File: config.mk
export PLATFORM = sky130hd
export DESIGN_NAME = l2_norm_sqrt_flat
export DESIGN_NICKNAME = d
export VERILOG_FILES = /design/src/rtl/l2_norm_sqrt_if.sv /design/src/rtl/l2_norm_sqrt.sv /design/src/flat_wrapper.sv
export SDC_FILE = /design/constraint.sdc
export NUM_CORES = 1
export LEC_CHECK = 0
export CAP_MARGIN = 20
export CORE_UTILIZATION = 60
export CTS_BUF_LIST = sky130_fd_sc_hd__clkbuf_4 sky130_fd_sc_hd__clkbuf_8
export DETAILED_ROUTE_END_ITERATION = 8
export GPL_TIMING_DRIVEN = 1
export PLACE_DENSITY = 0.8
export SYNTH_ARGS = -nofsm -noshare
export SYNTH_HDL_FRONTEND = slang
export SYNTH_SLANG_ARGS = --single-unit
File: constraint.sdc
create_clock -name clk -period 3.44 [get_ports clk]
set_input_delay 1.032 -clock clk [delete_from_list [all_inputs] [get_ports clk]]
set_output_delay 1.032 -clock clk [all_outputs]
set_load 0.005 [all_outputs]
File: src/rtl/l2_norm_sqrt_if.sv
// ---------------------------------------------------------------------------
// l2_norm_sqrt_if
// Groups the stream signals between the accumulator (master) and the
// square-root consumer (slave).
//   f          master->slave  IN_W     sum-of-squares word
//   valid_in   master->slave  1        f valid this cycle (no ready)
//   root       slave->master  OUT_W+1  integer square root, held between pulses
//   valid_out  slave->master  1        one-cycle pulse, root valid
//   busy       slave->master  1        engine computing or input buffer non-empty
//   overflow   slave->master  1        sticky: an input word was dropped
//   state_dbg  slave->master  1        engine FSM state (0 = IDLE, 1 = CALC)
// Handshake: valid_in has no ready; every word with valid_in=1 is captured
// on that rising edge or dropped (raising overflow) when the buffer is full.
// valid_out is a single-cycle qualifier for root; nothing acknowledges it.
// ---------------------------------------------------------------------------
interface l2_norm_sqrt_if #(
  parameter int IN_W  = 20,
  parameter int OUT_W = IN_W / 2
);
  logic [IN_W-1:0]  f;
  logic             valid_in;
  logic [OUT_W:0]   root;
  logic             valid_out;
  logic             busy;
  logic             overflow;
  logic             state_dbg;

  modport master (
    output f, valid_in,
    input  root, valid_out, busy, overflow, state_dbg
  );

  modport slave (
    input  f, valid_in,
    output root, valid_out, busy, overflow, state_dbg
  );
endinterface

File: src/rtl/l2_norm_sqrt.sv
// ---------------------------------------------------------------------------
// l2_norm_sqrt
// Integer square root of each sum-of-squares word from the L2-norm
// accumulator. Words are captured into a small FIFO (the source cannot be
// stalled) and a digit-by-digit engine resolves one root bit per cycle.
//
// Ports:
//   clk    rising-edge clock
//   reset  asynchronous, active-low reset
//   bus    l2_norm_sqrt_if.slave (f/valid_in in; root/valid_out/busy/
//          overflow/state_dbg out)
//
// Build option:
//   L2_SQRT_ROUND_EN  defined: result rounded to nearest (may reach 2^OUT_W,
//                     using root[OUT_W]); undefined: floor(sqrt(f)).
//                     Timing is identical in both builds.
// ---------------------------------------------------------------------------
module l2_norm_sqrt #(
  parameter int IN_W       = 20,
  parameter int FIFO_DEPTH = 4
) (
  input  logic            clk,
  input  logic            reset,
  l2_norm_sqrt_if.slave   bus
);
  localparam int OUT_W = IN_W / 2;
  localparam int REM_W = OUT_W + 2;
  localparam int PTR_W = $clog2(FIFO_DEPTH);
  localparam int CNT_W = $clog2(OUT_W);

  typedef enum logic {IDLE = 1'b0, CALC = 1'b1} state_e;

  state_e             state_q, state_d;

  // Input FIFO; pointers carry one extra wrap bit to tell full from empty.
  logic [IN_W-1:0]    mem_q [FIFO_DEPTH];
  logic [IN_W-1:0]    mem_d [FIFO_DEPTH];
  logic [PTR_W:0]     wr_ptr_q, wr_ptr_d;
  logic [PTR_W:0]     rd_ptr_q, rd_ptr_d;

  // Engine registers.
  logic [IN_W-1:0]    rad_q, rad_d;
  logic [REM_W-1:0]   rem_q, rem_d;
  logic [OUT_W-1:0]   root_q, root_d;
  logic [CNT_W-1:0]   cnt_q, cnt_d;

  // Output registers.
  logic [OUT_W:0]     root_out_q, root_out_d;
  logic               valid_out_q, valid_out_d;
  logic               overflow_q, overflow_d;

  logic               fifo_empty, fifo_full, push, pop;
  logic [REM_W-1:0]   rem_shift, trial, rem_next;
  logic [OUT_W-1:0]   root_next;
  logic [OUT_W:0]     final_root;
  logic               ge;

  assign fifo_empty = (wr_ptr_q == rd_ptr_q);
  assign fifo_full  = (wr_ptr_q[PTR_W] != rd_ptr_q[PTR_W]) &&
                      (wr_ptr_q[PTR_W-1:0] == rd_ptr_q[PTR_W-1:0]);

  // The engine only takes a word while idle; a pop on the same edge frees a
  // slot, so a full FIFO still accepts the incoming word in that case.
  assign pop  = (state_q == IDLE) && !fifo_empty;
  assign push = bus.valid_in && (!fifo_full || pop);

  // One restoring-sqrt step. The top two bits of rem_q are always zero
  // (rem <= 2*root), so truncating the shifted remainder loses nothing.
  assign rem_shift = REM_W'({rem_q, rad_q[IN_W-1 -: 2]});
  assign trial     = {root_q, 2'b01};
  assign ge        = (rem_shift >= trial);
  assign rem_next  = ge ? (rem_shift - trial) : rem_shift;
  assign root_next = {root_q[OUT_W-2:0], ge};

`ifdef L2_SQRT_ROUND_EN
  // f > r^2 + r  <=>  f >= (r + 0.5)^2 for integers, i.e. round half up.
  assign final_root = (rem_next > REM_W'(root_next)) ?
                      ({1'b0, root_next} + (OUT_W+1)'(1)) : {1'b0, root_next};
`else
  assign final_root = {1'b0, root_next};
`endif

  // State register.
  always_ff @(posedge clk or negedge reset) begin
    if (!reset) state_q <= IDLE;
    else        state_q <= state_d;
  end

  // Next-state logic.
  always_comb begin
    state_d = state_q;
    case (state_q)
      IDLE:    if (!fifo_empty)   state_d = CALC;
      CALC:    if (cnt_q == '0)   state_d = IDLE;
      default:                    state_d = IDLE;
    endcase
  end

  // Datapath / output logic.
  always_comb begin
    mem_d       = mem_q;
    wr_ptr_d    = wr_ptr_q;
    rd_ptr_d    = rd_ptr_q;
    rad_d       = rad_q;
    rem_d       = rem_q;
    root_d      = root_q;
    cnt_d       = cnt_q;
    root_out_d  = root_out_q;
    valid_out_d = 1'b0;
    overflow_d  = overflow_q;

    if (push) begin
      mem_d[wr_ptr_q[PTR_W-1:0]] = bus.f;
      wr_ptr_d = wr_ptr_q + (PTR_W+1)'(1);
    end
    if (bus.valid_in && !push) overflow_d = 1'b1;

    if (pop) begin
      rad_d    = mem_q[rd_ptr_q[PTR_W-1:0]];
      rem_d    = '0;
      root_d   = '0;
      cnt_d    = CNT_W'(OUT_W - 1);
      rd_ptr_d = rd_ptr_q + (PTR_W+1)'(1);
    end

    if (state_q == CALC) begin
      rem_d  = rem_next;
      root_d = root_next;
      rad_d  = rad_q << 2;
      cnt_d  = cnt_q - CNT_W'(1);
      if (cnt_q == '0) begin
        root_out_d  = final_root;
        valid_out_d = 1'b1;
      end
    end
  end

  always_ff @(posedge clk or negedge reset) begin
    if (!reset) begin
      for (int i = 0; i < FIFO_DEPTH; i++) mem_q[i] <= '0;
      wr_ptr_q    <= '0;
      rd_ptr_q    <= '0;
      rad_q       <= '0;
      rem_q       <= '0;
      root_q      <= '0;
      cnt_q       <= '0;
      root_out_q  <= '0;
      valid_out_q <= 1'b0;
      overflow_q  <= 1'b0;
    end else begin
      for (int i = 0; i < FIFO_DEPTH; i++) mem_q[i] <= mem_d[i];
      wr_ptr_q    <= wr_ptr_d;
      rd_ptr_q    <= rd_ptr_d;
      rad_q       <= rad_d;
      rem_q       <= rem_d;
      root_q      <= root_d;
      cnt_q       <= cnt_d;
      root_out_q  <= root_out_d;
      valid_out_q <= valid_out_d;
      overflow_q  <= overflow_d;
    end
  end

  assign bus.root      = root_out_q;
  assign bus.valid_out = valid_out_q;
  assign bus.overflow  = overflow_q;
  assign bus.busy      = (state_q == CALC) || !fifo_empty;
  assign bus.state_dbg = state_q;

endmodule
File: src/flat_wrapper.sv
// flat-port wrapper written by rule: the top's interface ports become plain ports
module l2_norm_sqrt_flat 
#(
  parameter int IN_W       = 20,
  parameter int FIFO_DEPTH = 4
)
  (clk, reset, bus_f, bus_valid_in, bus_root, bus_valid_out, bus_busy, bus_overflow, bus_state_dbg);
  l2_norm_sqrt_if #(.IN_W(IN_W)) bus_i ();
  input  logic clk;
  input  logic reset;
  input wire logic [$bits(bus_i.f)-1:0] bus_f;
  input wire logic [$bits(bus_i.valid_in)-1:0] bus_valid_in;
  output wire logic [$bits(bus_i.root)-1:0] bus_root;
  output wire logic [$bits(bus_i.valid_out)-1:0] bus_valid_out;
  output wire logic [$bits(bus_i.busy)-1:0] bus_busy;
  output wire logic [$bits(bus_i.overflow)-1:0] bus_overflow;
  output wire logic [$bits(bus_i.state_dbg)-1:0] bus_state_dbg;
  assign bus_i.f = bus_f;
  assign bus_i.valid_in = bus_valid_in;
  assign bus_root = bus_i.root;
  assign bus_valid_out = bus_i.valid_out;
  assign bus_busy = bus_i.busy;
  assign bus_overflow = bus_i.overflow;
  assign bus_state_dbg = bus_i.state_dbg;
  l2_norm_sqrt #(.IN_W(IN_W), .FIFO_DEPTH(FIFO_DEPTH)) u_core (.clk(clk), .reset(reset), .bus(bus_i));
endmodule
Word level (Yosys, flattened, before mapping)
Cells that the tools add are included.

word-level totals
  flip-flop bits (word level) = 143
  output and inout bits = 15

operators by class
  $add $sub $neg = 4
  magnitude comparators = 4
  eq/ne operators = 3
  mux-type cells = 20
  bitwise logic cells = 3
  reductions and logical operators = 13

operator list
  kind                                                                          count
  20-bit 2-to-1 mux                                                             5
  80-bit bitwise mux                                                            1
  10-bit 2-to-1 mux                                                             5
  20-bit binary-select mux with 2-bit select                                    1
  20-bit demux with 2-bit select                                                1
  12-bit greater-or-equal comparator                                            1
  10-bit subtractor                                                             1
  4-bit 2-to-1 mux                                                              2
  3-bit by 1-bit adder with 3-bit output, second input constant                 2
  3-bit greater-or-equal comparator, second input constant                      2
  2-bit inverter with 3-bit output                                              2
  1-bit logical AND                                                             5
  4-bit zero test                                                               1
  1-bit 2-to-1 mux                                                              4
  4-bit by 1-bit subtractor with 4-bit output, second input constant            1
  3-bit == test                                                                 1
  1-bit zero test                                                               3
  3-bit by 1-bit less-than comparator with 1-bit output, second input constant  1
  2-bit == test                                                                 1
  1-bit logical OR                                                              2
  1-bit case mux with 2 select lines                                            1
  2-bit AND reduction                                                           1
  2-bit nonzero test                                                            1
  1-bit != test                                                                 1
  1-bit inverter                                                                1

Longest topological paths before layout
Gate-level depths: netlist of the first run.

  depth in word-level cells = 7
  mapped depth = 9

Least setup slack after synthesis of the first run
No wires, ideal clock.

  kind = register to output
  from = register u_core.rd_ptr_q[0]
  to = output port bus_busy
  arrival time = 1.139 ns
  path slack = 1.269 ns
  stages on the path, launching flop included = 5
  path buffers = 0
  cell sequence = dfrtp_1 xnor2_1 nand3b_1 nor2_1 inv_1

on the way
  longest elaborated chain between the ends = 3

RTL lines
  element                 line                 text
  start, declared         l2_norm_sqrt.sv:39   logic [PTR_W:0] rd_ptr_q, rd_ptr_d;
  start signal, assigned  l2_norm_sqrt.sv:153  rd_ptr_q <= rd_ptr_d;
  3-bit == test           l2_norm_sqrt.sv:58   assign fifo_empty = (wr_ptr_q == rd_ptr_q);
  1-bit zero test         l2_norm_sqrt.sv:167  assign bus.busy = (state_q == CALC) || !fifo_empty;
  1-bit logical OR        l2_norm_sqrt.sv:167
  end, declared           flat_wrapper.sv:15   output wire logic [$bits(bus_i.busy)-1:0] bus_busy;

Every way passes these cells.

Worst setup path in the final report of the first run
  from = register u_core.rd_ptr_q[2]
  to = output port bus_busy

The elaborated chain is that of the path after synthesis.

==> metrics.txt, run 1 <==
CTS Hold Buffers Added=0; post-synthesis cell count=540; Final Hold Violating Endpoints=0; share of Yosys cell area claimed by the top area cell type=52.40%; Least-Margin Pin Slew=0.4728 ns; # port buffers=36; # Post-CTS Setup Buffers=0; met1 Use GR=35.78%; Diodes inserted=0; Tmin final=3.145 ns; nets=619; # DRC=0; largest net degree at the start of global routing=82; fraction of registers with async set or reset after synthesis=100.0%; relative slew slack=67.66%; first-pass GRT wire length=23.23 mm; period utilisation layout=91.41%; post-route ant nets=0; Ports=38; vias per cell=5.969; Worst EP required=2.41 ns; final wirelength=13.55 mm; met2 Usage GRT=41.37%; core footprint=10980 um2; fraction of layout instances using a drive strength above 1=14.04%; Setup Total Neg Slack=0 ns; Max Transition Viols Final=0; reg2reg start=u_core.bus.state_dbg; #FFs+latches synth=143; Area Overhead vs Synth=14.53%; total CTS buffers=17; Die Footprint=11810 um2; Leakage=3.511 nW; Setup crit end kind=output pin; Power per Cell Area=1095 nW/um2; Max IR drop VDD=0.7869 mV; Critical Path End=bus_busy; ys flop type=dfrtp_1; R2R depth=6; FMAX=0.3180 GHz; Worst Path Arrival=2.11 ns; Clock Latency Late Sink=0.45 ns; Worst-path clk slew=0.07 ns; largest family of logic cells by synthesized area=multiplexers; grt total ovfl=0; CP max FO=6; TritonCTS clock tree=yes; GP Congestion=0.8523; sequential fraction of the synthesis area=52.40%; Initial Util=62.18%; RSZ-0062 raised after global routing=false; vias in the first global route=4644; clk buf depth=2; Hold WC Path Type=reg2reg; Layout Cells excl Fill=731; post_cts resized=0; Worst R2R End=u_core.mem_q[30]; post-synthesis mux area share=24.22%; Post-Synth Simple-Gate Area=7.439%; GRT Util Overall=26.39%; critical path startpoint=u_core.rd_ptr_q[2]; DR iter-0 viols=216; CP Launch Type=register; Post-DP HPWL=8.763 mm; reg2reg setup slack=0.85 ns; drt pass-1 iters=5; yosys warns=0; Post-Synth Adder-Cell Area=3.298%; Distinct cells, synth=52; initial antenna violation count=0; row cnt=38; syn nets=581; Setup-failing EPs final=0; CTS Root Cell=clkbuf_8; max_cap viols=0; Post-Synthesis Cell Area=6829 um2; run status=completed; clock skew=0.009459 ns; CTS Sinks=143; Mean Syn Cell Area=12.65 um2; Compound-Gate Fraction of Synth Area=7.585%; busiest grt layer=met2; Die Wd=108.7 um; htree depth=4; top cells by area, synth=dfrtp_1 52%, mux2_1 13%, mux4_2 6.6%; per-cell routed wire length=18.54 um; Cells after DPL=699; Yosys top cell by area=dfrtp_1; xor/xnor cell area share of the yosys netlist=1.667%; die height=108.7 um; GRT met3 Usage=5.678%; Post-synth EDFFs=0; CP Class=reg2out; vias after detailed routing=4363
## registers in the layout, indices dropped and copies added (netlist names)
name	cells
u_core.wr_ptr_q	3
u_core.bus.root	10
u_core.rem_q	10
u_core.rad_q	20
u_core.root_q	10
u_core.bus.overflow	1
u_core.cnt_q	4
u_core.mem_q	80
u_core.rd_ptr_q	3
u_core.bus.valid_out	1
u_core.bus.state_dbg	1
## area by class of cell
| class | instances | area (um2) |
|---|---|---|
| clock inverter | 12 | 237.7 |
| timing repair buffer | 49 | 471.7 |
| tap | 140 | 175.2 |
| sequential | 143 | 3580 |
| clock buffer | 20 | 262.8 |
| multi-input combinational | 348 | 3023 |
| inverter | 19 | 71.32 |
| fill | 710 | 3162 |
## layout by cell type (no fill, tap or decap), types with 7 or more instances in the layout
cell / instances
buf_4: 12
o31ai_1: 10
clkdlybuf4s50_1: 35
bufinv_16: 7
inv_1: 19
xnor2_1: 8
nand3_1: 9
nor2_1: 13
a21oi_1: 11
mux2_1: 79
nand2_1: 60
o21ai_0: 25
clkbuf_8: 18
mux2i_1: 19
mux2_2: 11
ha_1: 18
dfrtp_1: 142
mux4_2: 20
## critical path: stages, from the launching register on
cell and delay, ns:
dfrtp_1 0.41, xor2_1 0.22, nand3b_1 0.20, nor2_1 0.05, buf_4 0.17, inv_1 0.11, clkdlybuf4s50_1 0.52
## layer usage
metal  wire length, um  share of wire, %
met1              6161                45
met2              6634                49
met3               485               3.6
met4               270               2.0
met5                 0                 0
## how the worst min path moves through the flow
| stage | from | endpoint | slack (ns) | cells after the start |
|---|---|---|---|---|
| after floorplan | u_core.bus.overflow | u_core.bus.overflow | 0.45 | 1 |
| after global placement | u_core.bus.overflow | u_core.bus.overflow | 0.45 | 1 |
| after detailed placement | u_core.bus.overflow | u_core.bus.overflow | 0.46 | 1 |
| after CTS | u_core.bus.overflow | u_core.bus.overflow | 0.48 | 1 |
| after global routing | u_core.bus.overflow | u_core.bus.overflow | 0.50 | 1 |
| final | u_core.bus.overflow | u_core.bus.overflow | 0.48 | 1 |
## where the power goes
part / internal (mW) / switching, mW
sequential: 2.51 / 0.499
clock: 1.04 / 0.622
combinational: 1.93 / 1.96
total: 5.48 / 3.08
## Yosys cell counts, types with 2 or more instances
| cell | number |
|---|---|
| a21o_1 | 4 |
| mux2_1 | 79 |
| nor3_1 | 5 |
| mux2_2 | 11 |
| a31oi_1 | 3 |
| buf_2 | 8 |
| nand3b_1 | 2 |
| o211ai_1 | 4 |
| a21oi_1 | 11 |
| and3_1 | 3 |
| nand2_1 | 60 |
| nand3_1 | 9 |
| buf_4 | 9 |
| o221ai_1 | 5 |
| ha_1 | 18 |
| dfrtp_1 | 143 |
| o21ai_0 | 25 |
| mux2i_1 | 19 |
| clkbuf_1 | 13 |
| xor2_1 | 5 |
| nor4b_1 | 2 |
| inv_1 | 19 |
| nor2_1 | 13 |
| or3_1 | 3 |
| mux4_2 | 20 |
| xnor2_1 | 8 |
| nand2b_1 | 5 |
| o31ai_1 | 10 |
## logic make-up (layout without fill, tap and decap cells)
| group | after synthesis | after routing |
|---|---|---|
| compound gates | 77 | 77 |
| mux | 129 | 129 |
| other cells | 1 | 1 |
| buf+inv | 49 | 100 |
| xor+xnor | 13 | 13 |
| simple gates | 110 | 110 |
| fa+ha+maj | 18 | 18 |
| flops | 143 | 143 |
## metrics by stage
| stage | power [mW] | util, % | hold WS [ns] | worst slack, ns | cell area [um2] |
|---|---|---|---|---|---|
| floorplan | 5.895 | - | 0.4510 | 1.269 | 6829 |
| CTS | 8.608 | 71.21 | 0.4824 | 0.2811 | 7821 |
| global placement | 6.691 | 66.66 | 0.4471 | 0.8002 | 7321 |
| detailed placement | 6.903 | 66.66 | 0.4619 | 0.7748 | 7321 |
| global route | 9.189 | 71.21 | 0.5029 | 0.1553 | 7821 |
| finish | 8.566 | 71.21 | 0.4797 | 0.2954 | 7821 |
Note: power is estimated with default switching activity, not from simulation.
==> run 2: changes to the inputs <==
--- a/config.mk
+++ b/config.mk
@@ -6,6 +6,7 @@
 export NUM_CORES = 1
 export LEC_CHECK = 0
 export CAP_MARGIN = 20
+export CORE_MARGIN = 4
 export CORE_UTILIZATION = 60
 export CTS_BUF_LIST = sky130_fd_sc_hd__clkbuf_4 sky130_fd_sc_hd__clkbuf_8
 export DETAILED_ROUTE_END_ITERATION = 8
==> run 2 against run 1 <==
Sequential share of layout area is 0.64 points higher. Register-to-register slack better by 0.24 ns. Wire length is 0.24% higher. Final cell count is 0.55% lower. First-iteration DRC count is 30% higher. Critical path depth is 1 lower. Clock skew hardly changed. Worst setup slack worse by 0.044 ns. Fmax is 1.4% lower. Utilization is 0.98 points lower. Sequential cell count stayed put. Hold slack worse by 0.011 ns.
==> metrics.txt, run 2 (same netlist as run 1, synthesis figures left out) <==
TritonCTS clock tree=yes; Max IR drop VDD=0.6310 mV (-20%); Initial Util=62.18% (unchanged); post_cts resized=0 (unchanged); relative slew slack=52.69% (-15 points); Largest regs=u_core.mem_q x80, u_core.rad_q x20; Cells after DPL=697 (-0.29%); period utilisation layout=92.70% (+1.3 points); max_cap viols=0 (unchanged); multi-input logic area=3023 um2 (unchanged); Diodes inserted=0 (unchanged); Clock Latency Late Sink=0.45 ns (about the same); FMAX=0.3136 GHz (-1.4%); clk buf depth=2 (unchanged); Worst-path clk slew=0.07 ns (about the same); run status=completed; Sw Ratio=36.76% (+0.74 points); vias after detailed routing=4374 (+0.25%); CTS Hold Buffers Added=0 (unchanged); GRT Util Overall=22.45% (-3.9 points); die height=114.7 um (+5.5%); # Post-CTS Setup Buffers=0 (unchanged); fraction of layout instances using a drive strength above 1=13.46% (-0.59 points); Die Footprint=13150 um2 (+11%); Leakage=3.464 nW (-1.3%); Max Transition Viols Final=0 (unchanged); most common cell after layout, fill and taps aside=dfrtp_1; nets=617 (-0.32%); Seq pwr share=36.1% (+1.0 points); Ports=38 (unchanged); Combinational Power Share=47.3% (+1.8 points); Fill cells=727 (+2.4%); Tmin final=3.189 ns (+0.04444 ns); GP Congestion=0.9199 (+7.9%); Worst EP required=2.41 ns (about the same); first-pass GRT wire length=22.68 mm (-2.3%); row cnt=38 (unchanged); Psw=3.039 mW (-1.5%); CTS Sinks=143 (unchanged); drt pass-1 iters=4 (-1); CP Launch Type=register; Setup crit end kind=output pin; Int Pwr=5.228 mW (-4.6%); grt total ovfl=0 (unchanged); core footprint=10980 um2 (unchanged); Setup Total Neg Slack=0 ns (unchanged); vias per cell=6.017 (+0.80%); post-route ant nets=0 (unchanged); Die Wd=114.7 um (+5.5%); htree depth=4 (unchanged); initial antenna violation count=0 (unchanged); Reg with most FFs=u_core.mem_q; Final Hold Violating Endpoints=0 (unchanged); Area Overhead vs Synth=12.95%; RSZ-0062 raised after global routing=false; Power per Cell Area=1072 nW/um2 (-2.2%); largest net degree at the start of global routing=79 (-3.7%); per-cell routed wire length=18.68 um (+0.79%); most frequent cells in the layout=142 x dfrtp_1, 79 x mux2_1, 60 x nand2_1; Post-DP HPWL=9.018 mm (+2.9%); Least-Margin Pin Slew=0.7096 ns (+0.2368 ns); final wirelength=13.58 mm (+0.24%); CP Class=reg2out; Worst Path Arrival=2.16 ns (+0.05 ns); clock skew=0.009021 ns (-0.0004382 ns); max FFs per register=80 (unchanged); Clock power frac=16.6% (-2.8 points); # port buffers=36 (unchanged); DR iter-0 viols=280 (+30%); total CTS buffers=17 (unchanged); Setup-failing EPs final=0 (unchanged); CTS Root Cell=clkbuf_8; Layout Cells excl Fill=727 (-0.55%); FF+latch area=3580 um2 (unchanged); # DRC=0 (unchanged); CP max FO=6 (unchanged); vias in the first global route=4620 (-0.52%); Hold WC Path Type=reg2reg
==> run 2: cell types whose count changed in the layout (fill, tap and decap cells not counted) <==
cell        previous run  this run
clkbuf_4               2         3
clkinvlp_4             1         0
buf_4                 12        10
clkbuf_8              18        20
bufinv_16              7         3
==> run 2: path summary, 6_finish.rpt <==
| kind | from | endpoint | slack, ns | cells past startpoint |
|---|---|---|---|---|
| max | u_core.wr_ptr_q[0] | bus_busy | 0.25 | 5 |
| min | u_core.bus.overflow | u_core.bus.overflow | 0.47 | 1 |
| max reg2reg | u_core.bus.state_dbg | u_core.mem_q[41] | 1.09 | 6 |
| min reg2reg | u_core.bus.overflow | u_core.bus.overflow | 0.47 | 1 |
| max in group asynchronous | reset | u_core.mem_q[3] | 2.16 | 2 |
| min in group asynchronous | reset | u_core.bus.root[5] | 0.55 | 1 |
==> run 2: cell type report <==
type                       instances  area share [%]
clock buffer                      23           3.861
clock inverter                     7           1.427
inverter                          19          0.9246
multi-input combinational        348           39.19
sequential                       143           46.41
tap                              140           2.271
timing repair buffer              47           5.921
==> run 2: layer usage <==
| metal | GRT usage, % | wire, um | vias to the layer above |
|---|---|---|---|
| li1 | - | - | 2017 |
| met1 | 28.90 | 5874 | 2248 |
| met2 | 37.60 | 6988 | 97 |
| met3 | 6.131 | 587 | 12 |
| met4 | 6.255 | 133 | 0 |
| met5 | 0 | 0 | - |
==> run 2: per-stage QoR <==
stage	area [um2]	power [mW]	worst slack (ns)	hold WS, ns	util [%]
after detailed placement	7306	6.920	0.6962	0.4537	66.52
after global routing	7714	8.852	0.03144	0.4976	70.23
after CTS	7714	8.326	0.1828	0.4749	70.23
after floorplan	6829	5.895	1.269	0.4510	-
final	7714	8.267	0.2510	0.4686	70.23
after global placement	7306	6.686	0.7563	0.4449	66.52
==> run 2: power groups by stage <==
stage	Clock [mW]	Combinational, mW	Sequential [mW]
final	1.37	3.91	2.98
after detailed placement	0	3.91	3.01
after floorplan	0	3.03	2.87
after global placement	0	3.75	2.94
after CTS	1.41	3.93	2.98
after global routing	1.47	4.31	3.07
==> run 2: critical path, stage by stage (launching register included) <==
cell	delay, ns
dfrtp_1	0.43
xnor2_1	0.24
nand3b_1	0.14
nor2_1	0.29
inv_1	0.14
clkdlybuf4s50_1	0.47
